<file path="src/rtl/mem_port_arbiter_pkg.sv">
// Shared definitions for the memory port arbiter: read-owner encodings
// and statistics counter width. Optional statistics are enabled by
// defining MEMARB_STATS_EN.
package mem_port_arbiter_pkg;

    // Which requester was handed a read in the previous cycle; this steers
    // the rvalid of the returning memory data.
    typedef enum logic [1:0] {
        OWN_NONE = 2'd0,
        OWN_IF   = 2'd1,
        OWN_MM   = 2'd2
    } owner_t;

    localparam int STAT_W = 32;

endpackage

</file>
<file path="src/rtl/mem_port_arbiter_stat_counter.sv">
// Free-running event counter: increments by one on each enabled cycle,
// wraps at 2^STAT_W, cleared by the asynchronous active-low reset.
module mem_port_arbiter_stat_counter
    import mem_port_arbiter_pkg::*;
(
    input  logic              clk,
    input  logic              rst_n,
    input  logic              en,
    output logic [STAT_W-1:0] count
);

    // Count enabled cycles; natural wrap on overflow.
    always_ff @(posedge clk or negedge rst_n) begin
        if (!rst_n) begin
            count <= '0;
        end else if (en) begin
            count <= count + STAT_W'(1);
        end
    end

endmodule

</file>
<file path="src/rtl/mem_port_arbiter.sv">
// Shares one single-port, 1-cycle-latency word memory between instruction
// fetch (read-only) and the MM stage (load/store). MM wins each cycle unless
// fetch has been denied STARVE_MAX cycles in a row, in which case fetch is
// forced through. Read data is routed by a registered owner state.
// Optional statistics counters are built when MEMARB_STATS_EN is defined.
module mem_port_arbiter
    import mem_port_arbiter_pkg::*;
#(
    parameter int AW         = 12,
    parameter int DW         = 32,
    parameter int STARVE_MAX = 4
) (
    input  logic          clk,
    input  logic          rst_n,
    input  logic          if_req,
    input  logic [AW-1:0] if_addr,
    output logic          if_gnt,
    output logic          if_rvalid,
    output logic [DW-1:0] if_rdata,
    input  logic          mm_req,
    input  logic          mm_we,
    input  logic [AW-1:0] mm_addr,
    input  logic [DW-1:0] mm_wdata,
    output logic          mm_gnt,
    output logic          mm_rvalid,
    output logic [DW-1:0] mm_rdata,
    output logic [AW-1:0] mem_addr,
    output logic          mem_we,
    output logic [DW-1:0] mem_wdata,
    input  logic [DW-1:0] mem_rdata,
    output logic [31:0]   stat_conf,
    output logic [31:0]   stat_force
);

    localparam int SW = $clog2(STARVE_MAX + 1);
    localparam logic [SW-1:0] STARVE_LIM = SW'(STARVE_MAX);

    owner_t        owner_reg;
    logic [SW-1:0] starve_reg;
    logic          force_fetch;

    // Fetch is forced only when it is actually waiting and has hit the limit.
    assign force_fetch = if_req & (starve_reg == STARVE_LIM);

    // Grants are combinational and suppressed while reset is asserted.
    assign mm_gnt = rst_n & mm_req & ~force_fetch;
    assign if_gnt = rst_n & if_req & ~mm_gnt;

    // Owner FSM: remembers which requester receives next cycle's read data.
    always_ff @(posedge clk or negedge rst_n) begin
        if (!rst_n) begin
            owner_reg <= OWN_NONE;
        end else if (if_gnt) begin
            owner_reg <= OWN_IF;
        end else if (mm_gnt && !mm_we) begin
            owner_reg <= OWN_MM;
        end else begin
            owner_reg <= OWN_NONE;
        end
    end

    // Starvation counter: consecutive cycles fetch waited without a grant.
    always_ff @(posedge clk or negedge rst_n) begin
        if (!rst_n) begin
            starve_reg <= '0;
        end else if (!if_req || if_gnt) begin
            starve_reg <= '0;
        end else if (starve_reg != STARVE_LIM) begin
            starve_reg <= starve_reg + SW'(1);
        end
    end

    // Memory port follows the winner; idle cycles drive all zeros.
    always_comb begin
        mem_addr  = '0;
        mem_we    = 1'b0;
        mem_wdata = '0;
        if (mm_gnt) begin
            mem_addr  = mm_addr;
            mem_we    = mm_we;
            mem_wdata = mm_wdata;
        end else if (if_gnt) begin
            mem_addr  = if_addr;
        end
    end

    // Read data is broadcast to both requesters; rvalid qualifies it.
    assign if_rvalid = (owner_reg == OWN_IF);
    assign mm_rvalid = (owner_reg == OWN_MM);
    assign if_rdata  = mem_rdata;
    assign mm_rdata  = mem_rdata;

`ifdef MEMARB_STATS_EN
    logic conf_event;
    logic force_event;

    // A forced fetch grant is exactly a fetch grant while MM was also asking.
    assign conf_event  = if_req & mm_req;
    assign force_event = if_gnt & mm_req;

    mem_port_arbiter_stat_counter u_stat_conf (
        .clk   (clk),
        .rst_n (rst_n),
        .en    (conf_event),
        .count (stat_conf)
    );

    mem_port_arbiter_stat_counter u_stat_force (
        .clk   (clk),
        .rst_n (rst_n),
        .en    (force_event),
        .count (stat_force)
    );
`else
    assign stat_conf  = '0;
    assign stat_force = '0;
`endif

endmodule

</file>
<file path="config.mk">
export PLATFORM = sky130hd
export DESIGN_NAME = mem_port_arbiter
export DESIGN_NICKNAME = d
export VERILOG_FILES = /design/src/rtl/mem_port_arbiter_pkg.sv /design/src/rtl/mem_port_arbiter_stat_counter.sv /design/src/rtl/mem_port_arbiter.sv
export SDC_FILE = /design/constraint.sdc
export NUM_CORES = 1
export LEC_CHECK = 0
export CAP_MARGIN = 20
export CORE_AREA = 2 2 105 107
export DETAILED_ROUTE_END_ITERATION = 8
export DIE_AREA = 0 0 107 109
export HOLD_SLACK_MARGIN = 0.12
export PLACE_DENSITY = 0.63
export REMOVE_ABC_BUFFERS = 1
export SLEW_MARGIN = 20
export SYNTH_ARGS = -nofsm -noshare
export SYNTH_HDL_FRONTEND = slang
export SYNTH_HIERARCHICAL = 1
export SYNTH_SLANG_ARGS = --single-unit
export TNS_END_PERCENT = 30
</file>
<file path="constraint.sdc">
create_clock -name clk -period 1.45 [get_ports clk]
set_input_delay 0.145 -clock clk [delete_from_list [all_inputs] [get_ports clk]]
set_output_delay 0.145 -clock clk [all_outputs]
set_load 0.02 [all_outputs]
</file>
==> flow_metrics.env, run 1 <==
export IMPL_regArea_um2=125
export IMPL_slew_viol_final=0
export IMPL_critPathCaptureType="primary output"
export IMPL_yosys_register_bits=5
export IMPL_cts_sinks=5
export IMPL_arrival_ns=1.65
export IMPL_synthToLayoutAreaGrowth_pct=60.3
export IMPL_crit_chain="inv_2 -> ha_4 -> a31oi_4 -> buf_12 -> buf_16 -> a22o_1 -> buf_6"
export IMPL_synth_seq_area_share_pct=7.87
export IMPL_via_count=1443
export IMPL_drive_gt1_share_pct=35.6
export IMPL_irDropWorstVdd_v=0.000211
export IMPL_overflow=0
export IMPL_hpwl_um=5460
export IMPL_grt_pass1_wl_um=9200
export IMPL_outcome="finished with violations"
export IMPL_largest_reg_flops=3
export IMPL_grt_max_degree=16
export IMPL_synth_cells=208
export IMPL_fin_ws_ns=-0.349
export IMPL_rsz0062_at_grt="true"
export IMPL_antenna_found_initial=1
export IMPL_cts_buffer_depth=2
export IMPL_finalCritPeriodShare_pct=124
export IMPL_syn_avg_cell_area_um2=7.64
export IMPL_critical_path_top_delay_family="buffers and inverters"
export IMPL_clock_skew_ns=0.000980
export IMPL_synth_top_area_share_pct=62.4
export IMPL_wirelength_um=7000
export IMPL_wire_per_inst_um=16.8
export IMPL_critPathMaxStageDelay_ns=0.38
export IMPL_hp_class="in2out"
export IMPL_setup_viol=47
export IMPL_port_buffers=109
export IMPL_die_area_um2=11700
export IMPL_r2r_slack_ns=0.02
export IMPL_grt_usage_pct=11.2
export IMPL_place_congestion=0.620
export IMPL_htree_num_levels=1
export IMPL_path_buf_inv=4
export IMPL_critPathKind="reg2out"
export IMPL_mappedNetlistArea_um2=1590
export IMPL_path_max_fanout=7
export IMPL_timing_final_crit_period_ns=1.80
export IMPL_cts_root_buf="clkbuf_8"
export IMPL_clkTransAtPathRegs_ns=0.04
export IMPL_yosys_warnings=6
export IMPL_crit_path_top_delay_cell="dfrtp_1"
export IMPL_io_pins=270
export IMPL_leakagePower_nw=1.21
export IMPL_via_per_inst=3.47
export IMPL_nFillCells=1159
export IMPL_synth_cell_types=19
export IMPL_nets=371
export IMPL_start_kind="flop"
export IMPL_first_global_vias=1339
export IMPL_antenna_left=0
export IMPL_rows=38
export IMPL_drtPass1Iterations=4
export IMPL_holdWs_ns=0.290
export IMPL_powerDensity_nw_per_um2=467
export IMPL_critPathRequiredTime_ns=1.31
export IMPL_synth_area_leaders="buf_4 62%, and2_1 13%, dfrtp_1 7.9%"
export IMPL_start_util_pct=15.0
export IMPL_synth_top_cell_by_area="buf_4"
export IMPL_multi_input_area_um2=762
export IMPL_drc=0
export IMPL_core_um2=10600
export IMPL_p_total_w=0.00119
export IMPL_hold_violations=0
export IMPL_cts_buffers=3
export IMPL_violations="negative setup slack"
export IMPL_dr_first_iter_drc_count=37
export IMPL_clock_latency_ns=0.22
export IMPL_clock_fmax_mhz=556
export IMPL_die_x_um=107
export IMPL_max_cap_viol_count=0
export IMPL_cts_tree="done"
export IMPL_die_y_um=109
==> logic make-up (layout without fill, tap and decap cells) <==
family	Yosys count	count (layout)	share of synthesized area [%]
fa+ha+maj	2	2	1.57
compound gates	19	19	9.76
simple gates	44	44	16.5
flops	5	5	7.87
other cells	1	65	0.236
buf+inv	137	141	64.1
==> worst register-to-register path: cells and delay by family, from the launching register on <==
kind            cells  cell delay, ns
flops               1            0.38
buf+inv             4            0.43
compound gates      1            0.21
fa+ha+maj           1            0.16
simple gates        2            0.11
==> cells in the mapped netlist, drive strengths merged <==
cell and n:
a21oi 1, a31oi 1, o21ai 1, nand2 4, nor3 1, o211ai 2, or3 2, inv 3
ha 2, nor2 1, nor2b 3, conb 1, dfrtp 5, a22o 12, buf 134, and2 33
a21boi 2
==> report_power, final <==
part           internal, W  switching, W
registers         0.000148    0.00000556
logic             0.000396      0.000380
clock network     0.000189     0.0000694
total             0.000733      0.000455
==> final cells by class <==
type / count / area share [%]
repair buffers: 134 / 56.0
multi-input cells: 129 / 29.9
well taps: 140 / 6.88
inverters: 3 / 0.442
flip-flops and latches: 5 / 4.91
diodes: 1 / 0.0982
clock buffers: 4 / 1.77
==> path summary, 6_finish.rpt <==
check / cells past startpoint / end / start
worst max-delay path: 7 / mem_addr[3] / starve_reg[1]
worst min-delay path: 0 / mm_rdata[29] / mem_rdata[29]
worst max register to register: 8 / starve_reg[2] / starve_reg[1]
worst min register to register: 3 / starve_reg[2] / starve_reg[2]
max in group asynchronous: 3 / owner_reg[0] / rst_n
min in group asynchronous: 3 / starve_reg[2] / rst_n
==> layout by cell type, fill, tap and decap left out <==
master,n
a21boi_1,2
a21oi_4,1
a22o_1,12
a31oi_4,1
and2_1,17
and2_4,16
buf_12,3
buf_16,3
buf_2,1
buf_4,19
buf_6,46
clkbuf_1,1
clkbuf_8,3
clkdlybuf4s50_1,60
conb_1,64
dfrtp_1,5
diode_2,1
dlygate4sd2_1,2
ha_1,1
ha_4,1
inv_1,1
inv_2,2
nand2_1,3
nand2_2,1
nor2_1,1
nor2b_1,2
nor2b_2,1
nor3_1,1
o211ai_1,2
o21ai_0,1
or3_1,2
==> metrics by stage <==
stage	TNS (ns)	util (%)	instances	worst slack [ns]	instance area, um^2
6_report	-12.84	24.0	416	-0.349	2550
3_3_place_gp	-31.07	20.8	399	-0.729	2210
5_1_grt	-17.67	24.0	415	-0.449	2540
4_1_cts	-12.59	23.7	413	-0.348	2510
2_1_floorplan	-67.44	-	137	-1.48	818
3_5_place_dp	-29.79	20.8	399	-0.703	2210
==> per-layer routing <==
layer  track usage (%)  part of all wire [%]  vias up
met4              1.30                  0.23        2
met2              13.4                    40      172
li1                  -                     -      601
met5              9.38                  0.90        -
met1              13.3                    38      664
met3              11.4                    22        4
==> what timing repair did <==
item	4_1_cts	5_1_grt
setup buffers	6	2
hold buffers	0	0
pin swaps	25	5
setup endpoints to repair	51	51
gates resized for setup	300	12
cloned	4	0
(Power assumes the default switching activity.)
==> run 2: changes to the inputs <==
--- a/config.mk
+++ b/config.mk
@@ -5,7 +5,6 @@
 export SDC_FILE = /design/constraint.sdc
 export NUM_CORES = 1
 export LEC_CHECK = 0
-export CAP_MARGIN = 20
 export CORE_AREA = 2 2 105 107
 export DETAILED_ROUTE_END_ITERATION = 8
 export DIE_AREA = 0 0 107 109
==> results of run 2 <==
The final DEF is identical to that of run 1; final timing and power are the same.
